===== src/rtl/rggen_atomic_wide_register_common_pkg.sv =====
// Shared definitions for the atomic wide register front end: bus access
// encoding, response status and word-index sizing.
package rggen_atomic_wide_register_common_pkg;

    // Bit 0 of the access code distinguishes writes from reads.
    localparam int RGGEN_ACCESS_DATA_BIT = 0;

    typedef enum logic [1:0] {
        RGGEN_POSTED_WRITE = 2'b01,
        RGGEN_READ         = 2'b10,
        RGGEN_WRITE        = 2'b11
    } rggen_access;

    typedef enum logic [1:0] {
        RGGEN_OKAY         = 2'b00,
        RGGEN_EXOKAY       = 2'b01,
        RGGEN_SLAVE_ERROR  = 2'b10,
        RGGEN_DECODE_ERROR = 2'b11
    } rggen_status;

    // Width of a word index; a single-word register still needs one bit.
    function automatic int word_index_width(input int words);
        return (words > 1) ? $clog2(words) : 1;
    endfunction

endpackage


===== src/rtl/rggen_atomic_wide_register_common_buffer.sv =====
// Staging and snapshot storage for one wide register. Staged writes are
// merged byte-wise per bus word; the snapshot holds a full-register capture
// taken by the latch-word read.
module rggen_wide_register_buffer
    import rggen_atomic_wide_register_common_pkg::*;
#(
    parameter int DATA_WIDTH = 64,
    parameter int BUS_WIDTH  = 32,
    localparam int INDEX_WIDTH = word_index_width(DATA_WIDTH / BUS_WIDTH)
)(
    input  logic                   i_clk,
    input  logic                   i_rst_n,
    input  logic                   stage_en,
    input  logic [INDEX_WIDTH-1:0] word_index,
    input  logic [BUS_WIDTH-1:0]   write_data,
    input  logic [BUS_WIDTH-1:0]   write_mask,
    input  logic                   clear_staged,
    input  logic                   clear_snap,
    input  logic                   capture,
    input  logic [DATA_WIDTH-1:0]  capture_data,
    output logic [DATA_WIDTH-1:0]  staged_data,
    output logic [DATA_WIDTH-1:0]  staged_mask,
    output logic [DATA_WIDTH-1:0]  snap_data,
    output logic                   snap_valid
);

    // Merge new bytes into the staged word; the commit only drops the mask.
    always_ff @(posedge i_clk or negedge i_rst_n) begin
        if (!i_rst_n) begin
            staged_data <= '0;
            staged_mask <= '0;
        end else if (stage_en) begin
            staged_data[word_index*BUS_WIDTH+:BUS_WIDTH] <=
                (staged_data[word_index*BUS_WIDTH+:BUS_WIDTH] & ~write_mask) |
                (write_data & write_mask);
            staged_mask[word_index*BUS_WIDTH+:BUS_WIDTH] <=
                staged_mask[word_index*BUS_WIDTH+:BUS_WIDTH] | write_mask;
        end else if (clear_staged) begin
            staged_mask <= '0;
        end
    end

    // Capture the whole register on a latch read; writes invalidate it.
    always_ff @(posedge i_clk or negedge i_rst_n) begin
        if (!i_rst_n) begin
            snap_data  <= '0;
            snap_valid <= 1'b0;
        end else if (capture) begin
            snap_data  <= capture_data;
            snap_valid <= 1'b1;
        end else if (clear_snap) begin
            snap_valid <= 1'b0;
        end
    end

endmodule


===== src/rtl/rggen_atomic_wide_register_common.sv =====
// Register front end for a register wider than the bus. Lower-word writes
// are staged and committed together by the commit word; a read of the latch
// word snapshots the register so the other words read back coherently.
// Handshake: a transfer happens in any cycle where register_valid and
// register_active are both high; ready follows active, so there are no
// wait states and the bit-field side sees the access in the same cycle.
module rggen_atomic_wide_register_common
    import rggen_atomic_wide_register_common_pkg::*;
#(
    parameter bit                     READABLE       = 1'b1,
    parameter bit                     WRITABLE       = 1'b1,
    parameter int                     ADDRESS_WIDTH  = 8,
    parameter logic [ADDRESS_WIDTH-1:0] OFFSET_ADDRESS = '0,
    parameter int                     BUS_WIDTH      = 32,
    parameter int                     DATA_WIDTH     = 64,
    parameter bit                     ATOMIC_WRITE   = 1'b1,
    parameter bit                     ATOMIC_READ    = 1'b1,
    parameter int                     COMMIT_INDEX   = (DATA_WIDTH / BUS_WIDTH) - 1,
    parameter int                     LATCH_INDEX    = 0
)(
    input  logic                     i_clk,
    input  logic                     i_rst_n,
    input  logic                     register_valid,
    input  logic [1:0]               register_access,
    input  logic [ADDRESS_WIDTH-1:0] register_address,
    input  logic [BUS_WIDTH-1:0]     register_write_data,
    input  logic [BUS_WIDTH/8-1:0]   register_strobe,
    output logic                     register_active,
    output logic                     register_ready,
    output logic [1:0]               register_status,
    output logic [BUS_WIDTH-1:0]     register_read_data,
    output logic [DATA_WIDTH-1:0]    register_value,
    input  logic                     i_additional_match,
    output logic                     bit_field_valid,
    output logic [DATA_WIDTH-1:0]    bit_field_read_mask,
    output logic [DATA_WIDTH-1:0]    bit_field_write_mask,
    output logic [DATA_WIDTH-1:0]    bit_field_write_data,
    input  logic [DATA_WIDTH-1:0]    bit_field_read_data,
    input  logic [DATA_WIDTH-1:0]    bit_field_value
);

    localparam int WORDS       = DATA_WIDTH / BUS_WIDTH;
    localparam int BUS_BYTES   = BUS_WIDTH / 8;
    localparam int INDEX_WIDTH = word_index_width(WORDS);
    localparam bit STAGING     = ATOMIC_WRITE && (WORDS > 1);
    localparam bit SNAPSHOT    = ATOMIC_READ && (WORDS > 1);

    logic                   is_write;
    logic                   access_ok;
    logic                   handshake;
    logic [WORDS-1:0]       match;
    logic [INDEX_WIDTH-1:0] word_index;
    logic [BUS_WIDTH-1:0]   bus_mask;
    logic                   stage_en;
    logic                   clear_staged;
    logic                   clear_snap;
    logic                   capture;
    logic [DATA_WIDTH-1:0]  staged_data;
    logic [DATA_WIDTH-1:0]  staged_mask;
    logic [DATA_WIDTH-1:0]  snap_data;
    logic                   snap_valid;
    logic                   unused_access;

    // The posted/non-posted distinction makes no difference here.
    assign unused_access = register_access[1];
    assign is_write      = register_access[RGGEN_ACCESS_DATA_BIT];
    assign access_ok     = is_write ? WRITABLE : READABLE;

    // Per-word decode by offset from the word base, which wraps cleanly.
    for (genvar g = 0; g < WORDS; g++) begin : g_decode
        localparam logic [ADDRESS_WIDTH-1:0] WORD_START =
            ADDRESS_WIDTH'(OFFSET_ADDRESS + g * BUS_BYTES);
        logic [ADDRESS_WIDTH-1:0] relative;
        assign relative = register_address - WORD_START;
        assign match[g] = (relative < ADDRESS_WIDTH'(BUS_BYTES)) &&
                          access_ok && i_additional_match;
    end

    // Encode the one-hot word match into an index.
    always_comb begin
        word_index = '0;
        for (int g = 0; g < WORDS; g++) begin
            if (match[g]) begin
                word_index = INDEX_WIDTH'(g);
            end
        end
    end

    // Expand byte strobes to a bit mask.
    always_comb begin
        for (int i = 0; i < BUS_WIDTH; i++) begin
            bus_mask[i] = register_strobe[i/8];
        end
    end

    assign register_active = |match;
    assign register_ready  = register_active;
    assign register_status = RGGEN_OKAY;
    assign register_value  = bit_field_value;
    assign handshake       = register_valid && register_active;

    // Route each access to staging, snapshot or the bit fields.
    always_comb begin
        bit_field_valid      = 1'b0;
        bit_field_read_mask  = '0;
        bit_field_write_mask = '0;
        bit_field_write_data = '0;
        register_read_data   = '0;
        stage_en             = 1'b0;
        clear_staged         = 1'b0;
        clear_snap           = 1'b0;
        capture              = 1'b0;
        if (register_active) begin
            if (is_write) begin
                if (STAGING && (word_index != INDEX_WIDTH'(COMMIT_INDEX))) begin
                    stage_en = handshake;
                end else begin
                    bit_field_valid = register_valid;
                    clear_snap      = handshake;
                    if (STAGING) begin
                        bit_field_write_mask = staged_mask;
                        bit_field_write_data = staged_data;
                        clear_staged         = handshake;
                    end
                    bit_field_write_mask[word_index*BUS_WIDTH+:BUS_WIDTH] =
                        bit_field_write_mask[word_index*BUS_WIDTH+:BUS_WIDTH] | bus_mask;
                    bit_field_write_data[word_index*BUS_WIDTH+:BUS_WIDTH] =
                        register_write_data;
                end
            end else begin
                if (SNAPSHOT && (word_index == INDEX_WIDTH'(LATCH_INDEX))) begin
                    bit_field_valid     = register_valid;
                    bit_field_read_mask = '1;
                    register_read_data  = bit_field_read_data[word_index*BUS_WIDTH+:BUS_WIDTH];
                    capture             = handshake;
                end else if (SNAPSHOT && snap_valid) begin
                    register_read_data = snap_data[word_index*BUS_WIDTH+:BUS_WIDTH];
                end else begin
                    bit_field_valid = register_valid;
                    bit_field_read_mask[word_index*BUS_WIDTH+:BUS_WIDTH] = '1;
                    register_read_data = bit_field_read_data[word_index*BUS_WIDTH+:BUS_WIDTH];
                end
            end
        end
    end

    rggen_wide_register_buffer #(
        .DATA_WIDTH (DATA_WIDTH),
        .BUS_WIDTH  (BUS_WIDTH)
    ) u_buffer (
        .i_clk        (i_clk),
        .i_rst_n      (i_rst_n),
        .stage_en     (stage_en),
        .word_index   (word_index),
        .write_data   (register_write_data),
        .write_mask   (bus_mask),
        .clear_staged (clear_staged),
        .clear_snap   (clear_snap),
        .capture      (capture),
        .capture_data (bit_field_read_data),
        .staged_data  (staged_data),
        .staged_mask  (staged_mask),
        .snap_data    (snap_data),
        .snap_valid   (snap_valid)
    );

    // Word ranges never overlap, so at most one word may decode.
    a_single_match: assert property (@(posedge i_clk) disable iff (!i_rst_n) $onehot0(match));

endmodule


===== config.mk =====
export PLATFORM = sky130hd
export DESIGN_NAME = rggen_atomic_wide_register_common
export DESIGN_NICKNAME = d
export VERILOG_FILES = /design/src/rtl/rggen_atomic_wide_register_common_pkg.sv /design/src/rtl/rggen_atomic_wide_register_common_buffer.sv /design/src/rtl/rggen_atomic_wide_register_common.sv
export SDC_FILE = /design/constraint.sdc
export NUM_CORES = 1
export LEC_CHECK = 0
export CORE_AREA = 3 3 180 182
export DETAILED_ROUTE_END_ITERATION = 6
export DIE_AREA = 0 0 183 185
export GPL_ROUTABILITY_DRIVEN = 1
export PLACE_DENSITY_LB_ADDON = 0.15
export SYNTH_ARGS = -nofsm -noshare
export SYNTH_HDL_FRONTEND = slang
export SYNTH_SLANG_ARGS = --single-unit

===== constraint.sdc =====
create_clock -name i_clk -period 4.95 [get_ports i_clk]
set_input_delay 0.99 -clock i_clk [delete_from_list [all_inputs] [get_ports i_clk]]
set_output_delay 0.99 -clock i_clk [all_outputs]
set_load 0.05 [all_outputs]

Yosys cells after proc, flatten, opt, wreduce, memory -nomap -nowiden
Index checks and enable logic that the tools add are counted.
{"block": "totals", "reg_bits": 193}
{"block": "classes", "n_bitwise": 7, "n_shift": 11, "muxes": 42, "reduce_logical": 6, "n_lt_le_gt_ge": 2, "n_addsub": 2}
{"operator": "64-bit 2-to-1 mux", "count": 18}
{"operator": "64-bit by 7-bit variable part select with 32-bit output", "count": 5}
{"operator": "64-bit bitwise mux", "count": 4}
{"operator": "32-bit by 34-bit variable part select with 64-bit output", "count": 4}
{"operator": "32-bit 2-to-1 mux", "count": 4}
{"operator": "32-bit OR", "count": 3}
{"operator": "32-bit AND", "count": 2}
{"operator": "64-bit AND", "count": 1}
{"operator": "32-bit by 34-bit variable shift with 64-bit output, first input constant", "count": 1}
{"operator": "32-bit by 34-bit variable part select with 64-bit output, first input constant", "count": 1}
{"operator": "6-bit negation with 34-bit output", "count": 1}
{"operator": "32-bit inverter", "count": 1}
{"operator": "8-bit by 3-bit < comparator with 1-bit output, second input constant", "count": 2}
{"operator": "1-bit 2-to-1 mux", "count": 16}
{"operator": "8-bit by 3-bit subtractor with 8-bit output, second input constant", "count": 1}
{"operator": "2-bit nonzero test", "count": 2}
{"operator": "1-bit logical AND", "count": 3}
{"operator": "2-bit OR reduction", "count": 1}

Depth between registers and ports, before layout
{"block": "depth", "word_depth": 14, "depth_mapped": 7}

Hierarchy
From an unflattened synthesis, not the netlist that was laid out.
{"block": "hier_totals", "cells_unflattened": 951, "area_unflattened_um2": 10168.5}
{"mod": "rggen_wide_register_buffer", "cells_per_inst": 550, "area_per_inst_um2": 7340.8, "instances": 1}
{"mod": "rggen_atomic_wide_register_common", "cells_per_inst": 401, "area_per_inst_um2": 2827.7, "instances": 1}

Least setup slack after synthesis
OpenSTA, ideal clock, no wires.
{"block": "synth_timing", "path_type": "input-to-output", "from": "in register_address[2]", "to": "out bit_field_read_mask[10]", "slack_ns": -0.877, "t_arrival_ns": 4.837, "path_stages": 5, "n_path_buf": 4, "cell_sequence": "clkbuf_1 -> clkbuf_1 -> buf_1 -> nor3_1 -> buf_4"}
{"block": "synth_via", "elab_chain_len": 11, "elab_cells_between_ends": 15, "cone_classes": "add/sub: 2; order compare: 2; shift: 2; mux: 5; bitwise: 1; reduce/logical: 3"}
{"element": "start: declaration", "line_no": "rggen_atomic_wide_register_common.sv:25", "text": "input logic [ADDRESS_WIDTH-1:0] register_address,"}
{"element": "8-bit by 3-bit subtractor with 8-bit output", "line_no": "rggen_atomic_wide_register_common.sv:74", "text": "assign relative = register_address - WORD_START;"}
{"element": "8-bit by 3-bit < comparator with 1-bit output", "line_no": "rggen_atomic_wide_register_common.sv:75", "text": "assign match[g] = (relative < ADDRESS_WIDTH'(BUS_BYTES)) &&"}
{"element": "1-bit logical AND", "line_no": "rggen_atomic_wide_register_common.sv:76", "text": "access_ok && i_additional_match;"}
{"element": "1-bit 2-to-1 mux", "line_no": "rggen_atomic_wide_register_common.sv:83", "text": "if (match[g]) begin"}
{"element": "6-bit negation with 34-bit output", "line_no": "rggen_atomic_wide_register_common.sv:140", "text": "bit_field_read_mask[word_index*BUS_WIDTH+:BUS_WIDTH] = '1;"}
{"element": "32-bit by 34-bit variable part select with 64-bit output or 32-bit by 34-bit variable shift with 64-bit output (tied branches)", "line_no": "rggen_atomic_wide_register_common.sv:140"}
{"element": "64-bit AND (no source line)"}
{"element": "64-bit 2-to-1 mux", "line_no": "rggen_atomic_wide_register_common.sv:136", "text": "end else if (SNAPSHOT && snap_valid) begin"}
{"element": "64-bit 2-to-1 mux", "line_no": "rggen_atomic_wide_register_common.sv:131", "text": "if (SNAPSHOT && (word_index == INDEX_WIDTH'(LATCH_INDEX))) begin"}
{"element": "64-bit 2-to-1 mux", "line_no": "rggen_atomic_wide_register_common.sv:114", "text": "if (is_write) begin"}
{"element": "64-bit 2-to-1 mux (*)", "line_no": "rggen_atomic_wide_register_common.sv:113", "text": "if (register_active) begin"}
{"element": "end: declaration", "line_no": "rggen_atomic_wide_register_common.sv:35", "text": "output logic [DATA_WIDTH-1:0] bit_field_read_mask,"}
Every way passes the cells marked *; elsewhere a longest branch is shown, timed or not.

Worst setup path in the final report
{"block": "layout_timing", "from": "in register_address[3]", "to": "out register_read_data[0]"}
{"block": "layout_via", "elab_chain_len": 9, "elab_cells_between_ends": 13, "cone_classes": "add/sub: 1; order compare: 2; shift: 2; mux: 5; reduce/logical: 3"}
{"element": "8-bit by 3-bit subtractor with 8-bit output", "line_no": "rggen_atomic_wide_register_common.sv:74"}
{"element": "8-bit by 3-bit < comparator with 1-bit output", "line_no": "rggen_atomic_wide_register_common.sv:75"}
{"element": "1-bit logical AND", "line_no": "rggen_atomic_wide_register_common.sv:76"}
{"element": "1-bit 2-to-1 mux", "line_no": "rggen_atomic_wide_register_common.sv:83"}
{"element": "64-bit by 7-bit variable part select with 32-bit output, on equally long branches", "line_no": "rggen_atomic_wide_register_common.sv:134, rggen_atomic_wide_register_common.sv:141, rggen_atomic_wide_register_common.sv:137"}
{"element": "32-bit 2-to-1 mux", "line_no": "rggen_atomic_wide_register_common.sv:136"}
{"element": "32-bit 2-to-1 mux", "line_no": "rggen_atomic_wide_register_common.sv:131"}
{"element": "32-bit 2-to-1 mux", "line_no": "rggen_atomic_wide_register_common.sv:114"}
{"element": "32-bit 2-to-1 mux (*)", "line_no": "rggen_atomic_wide_register_common.sv:113"}
{"element": "end: declaration", "line_no": "rggen_atomic_wide_register_common.sv:31", "text": "output logic [BUS_WIDTH-1:0] register_read_data,"}
Marked as above.

==> results.tsv <==
stage	metric	value	unit
timing	clock.fmax	0.2219	GHz
route	antenna_violating_nets_post_route	0	
timing	finalHoldViolCount	0	
cts	root_buffer	clkbuf_16	
critical_path	crit_path_start_kind	input port	
die	fp.dieArea	33860	sq um
final_layout	antenna_cells	0	
critical_path	path_max_fanout	28	
yosys	synth_area_per_cell	10.82	sq um
grt	grt_antenna_before_repair	3	
grt	groute.usage.overall	14.58	%
timing	tns	0	ns
timing	worst_slew_pin_slew	0.7245	ns
critical_path	critPathRequiredTime	3.96	ns
route	wirelength	25100	um
die	initial_core_util	24.49	%
yosys	synth_ff_type	dfrtp_1	
place	place.gp.congestion	0.7121	
place	dpl.cell_count	1262	
critical_path	crit_top_cell	buf_12	
timing	slew_headroom	51.70	%
final_layout	utilization	42.83	%
yosys	synth_warnings	0	
route	vias	5469	
min_path	hold_class	reg -> reg	
route	drt_first_pass_iters	4	
die	die_w	183	um
power_and_ir_drop	ir_worst_vdd	0.1682	mV
critical_path	critical_path_class	in -> out	
final_layout	drive_gt1_share	41.98	%
die	num_rows	64	
critical_path	cpPeakStageDelay	0.63	ns
cts	cts_made_buffers	17	
yosys	synth_edf_count	0	
cts	clk_pin_slew	0.06	ns
cts	cts_tree	built	
final_layout	layout_commonest_cell	buf_12	
cts	cts_buffer_depth	2	
final_layout	syn_to_final_growth	74.91	%
cts	postCtsSetupRepairBufs	0	
status	outcome	finished clean	
timing	whs	0.4821	ns
power_and_ir_drop	powerDensity	203.1	nW/um^2
place	dp_hpwl	18880	um
timing	setup_viol	0	
yosys	synthesis.area	7530	sq um
yosys	synthCells	696	
cts	ctsHoldBuffers	0	
grt	grt_max_degree	129	
final_layout	final_cells	1294	
timing	fin_crit_sh	91.06	%
die	io-pin-count	471	
route	wl_per_cell	19.39	um
route	drc	0	
timing	min_period	4.507	ns
cts	clock_latency	0.42	ns
critical_path	path_buf_inv	3	
die	fp.coreArea	30750	sq um
run	max_cap_viol_count	0	
yosys	yosysSeqAreaShare	42.87	%
grt	grt.overflow.total	0	
power_and_ir_drop	p_leak	0.005870	uW
die	die_h	185	um
route	drtIter0Drc	137	
yosys	synth-seq-cells	129	
place	port_buffers	337	
critical_path	crit_arrival	3.52	ns
critical_path	critPathTopFamily	simple AND/OR/NAND/NOR gates	
final_layout	final_cell_mix	buf_12 (226), and2_1 (128), dfrtp_1 (128)	
cts	htreeDepth	4	
critical_path	end_kind	output port	
cts	postCtsResizedCells	0	
critical_path	slowest_stage	or4_4	
critical_path	path_cells	clkdlybuf4s50_1 > or4_4 > or3_2 > buf_12 > a211oi_1 > buf_12	
route	viasPerCell	4.226	
grt	grt_pass1_vias	5702	
timing	drv_slew	0	
timing	grt_setup_unrepaired	no	
timing	skew	0	ns
grt	grt_pass1_wl	37450	um
yosys	synthArstFlopShare	100.0	%
yosys	ys_types	33	
cts	cts.sinks	129	
final_layout	final_nets	1063	
-- path summary, 6_finish.rpt --
path	from	end	slack [ns]	depth (start not counted)
worst max-delay path	register_address[3]	register_read_data[0]	0.44	6
worst min-delay path	u_buffer.staged_mask[28]$_DFFE_PN0P_	u_buffer.staged_mask[28]$_DFFE_PN0P_	0.48	1
min in group asynchronous	i_rst_n	u_buffer.snap_data[42]$_DFFE_PN0P_	0.60	1
worst max register to register	u_buffer.snap_valid$_DFFE_PN0P_	u_buffer.snap_valid$_DFFE_PN0P_	3.64	3
worst min register to register	u_buffer.staged_mask[28]$_DFFE_PN0P_	u_buffer.staged_mask[28]$_DFFE_PN0P_	0.48	1
max in group asynchronous	i_rst_n	u_buffer.staged_mask[28]$_DFFE_PN0P_	3.33	2
-- where the power goes --
part | total [uW] | switching [uW] | internal (uW)
logic | 245 | 110 | 135
clock network | 1320 | 590 | 728
registers | 1110 | 17.7 | 1090
-- layer usage --
layer / routed length (um) / GRT usage [%] / vias to the layer above
met2: 12830 / 25.26 / 228
met4: 352 / 3.473 / 6
met5: 54 / 0 / -
met3: 2428 / 6.579 / 29
li1: - / - / 2582
met1: 9428 / 16.52 / 2624
-- layout make-up --
cell class	instances	area, sq um
clock buffers	17	425.4
multi-input cells	386	3104
well taps	396	495.5
inverters	2	7.507
clock inverters	15	186.4
repair buffers	349	5722
fillers	2877	17580
flip-flops and latches	129	3229
-- logic make-up after synthesis --
| group | share of synthesized area, % |
|---|---|
| and+or+nand+nor | 15.17 |
| buffers and inverters | 16.30 |
| DFF | 42.87 |
| AOI/OAI and AO/OA | 11.78 |
| muxes | 13.83 |
| other | 0.04980 |
-- metrics by stage --
stage | power [uW] | area, sq um | setup slack, ns
floorplan | 1367 | 7542 | 0.2566
global placement | 1379 | 12560 | 0.4416
detailed placement | 1383 | 12560 | 0.4248
CTS | 2723 | 13170 | 0.4212
global route | 2796 | 13170 | 0.3542
finish | 2675 | 13170 | 0.4426
-- synth_stat cells, drive strengths merged (2+ instances only) --
cell type    n  area [sq um]
nor2        34         127.6
nand3        4         20.02
and3         4         25.02
and4b        3         30.03
nand4b       2         17.52
inv          2         7.510
mux2i       32         320.3
dfrtp      129          3228
nand2        2         7.510
a211oi      32         385.4
nand2b       2         12.51
o21a        64         480.5
mux2        64         720.7
and2       128         800.8
buf        149          1094
clkbuf      31         126.4
nor3         4         42.54
-- state kept, by name, indices dropped and copies added, names as in the netlist --
register,flops
u_buffer.staged_data,32
u_buffer.snap_data,32
u_buffer.snap_valid,1
u_buffer.staged_mask,64
Power figures use the tool's default switching activity.
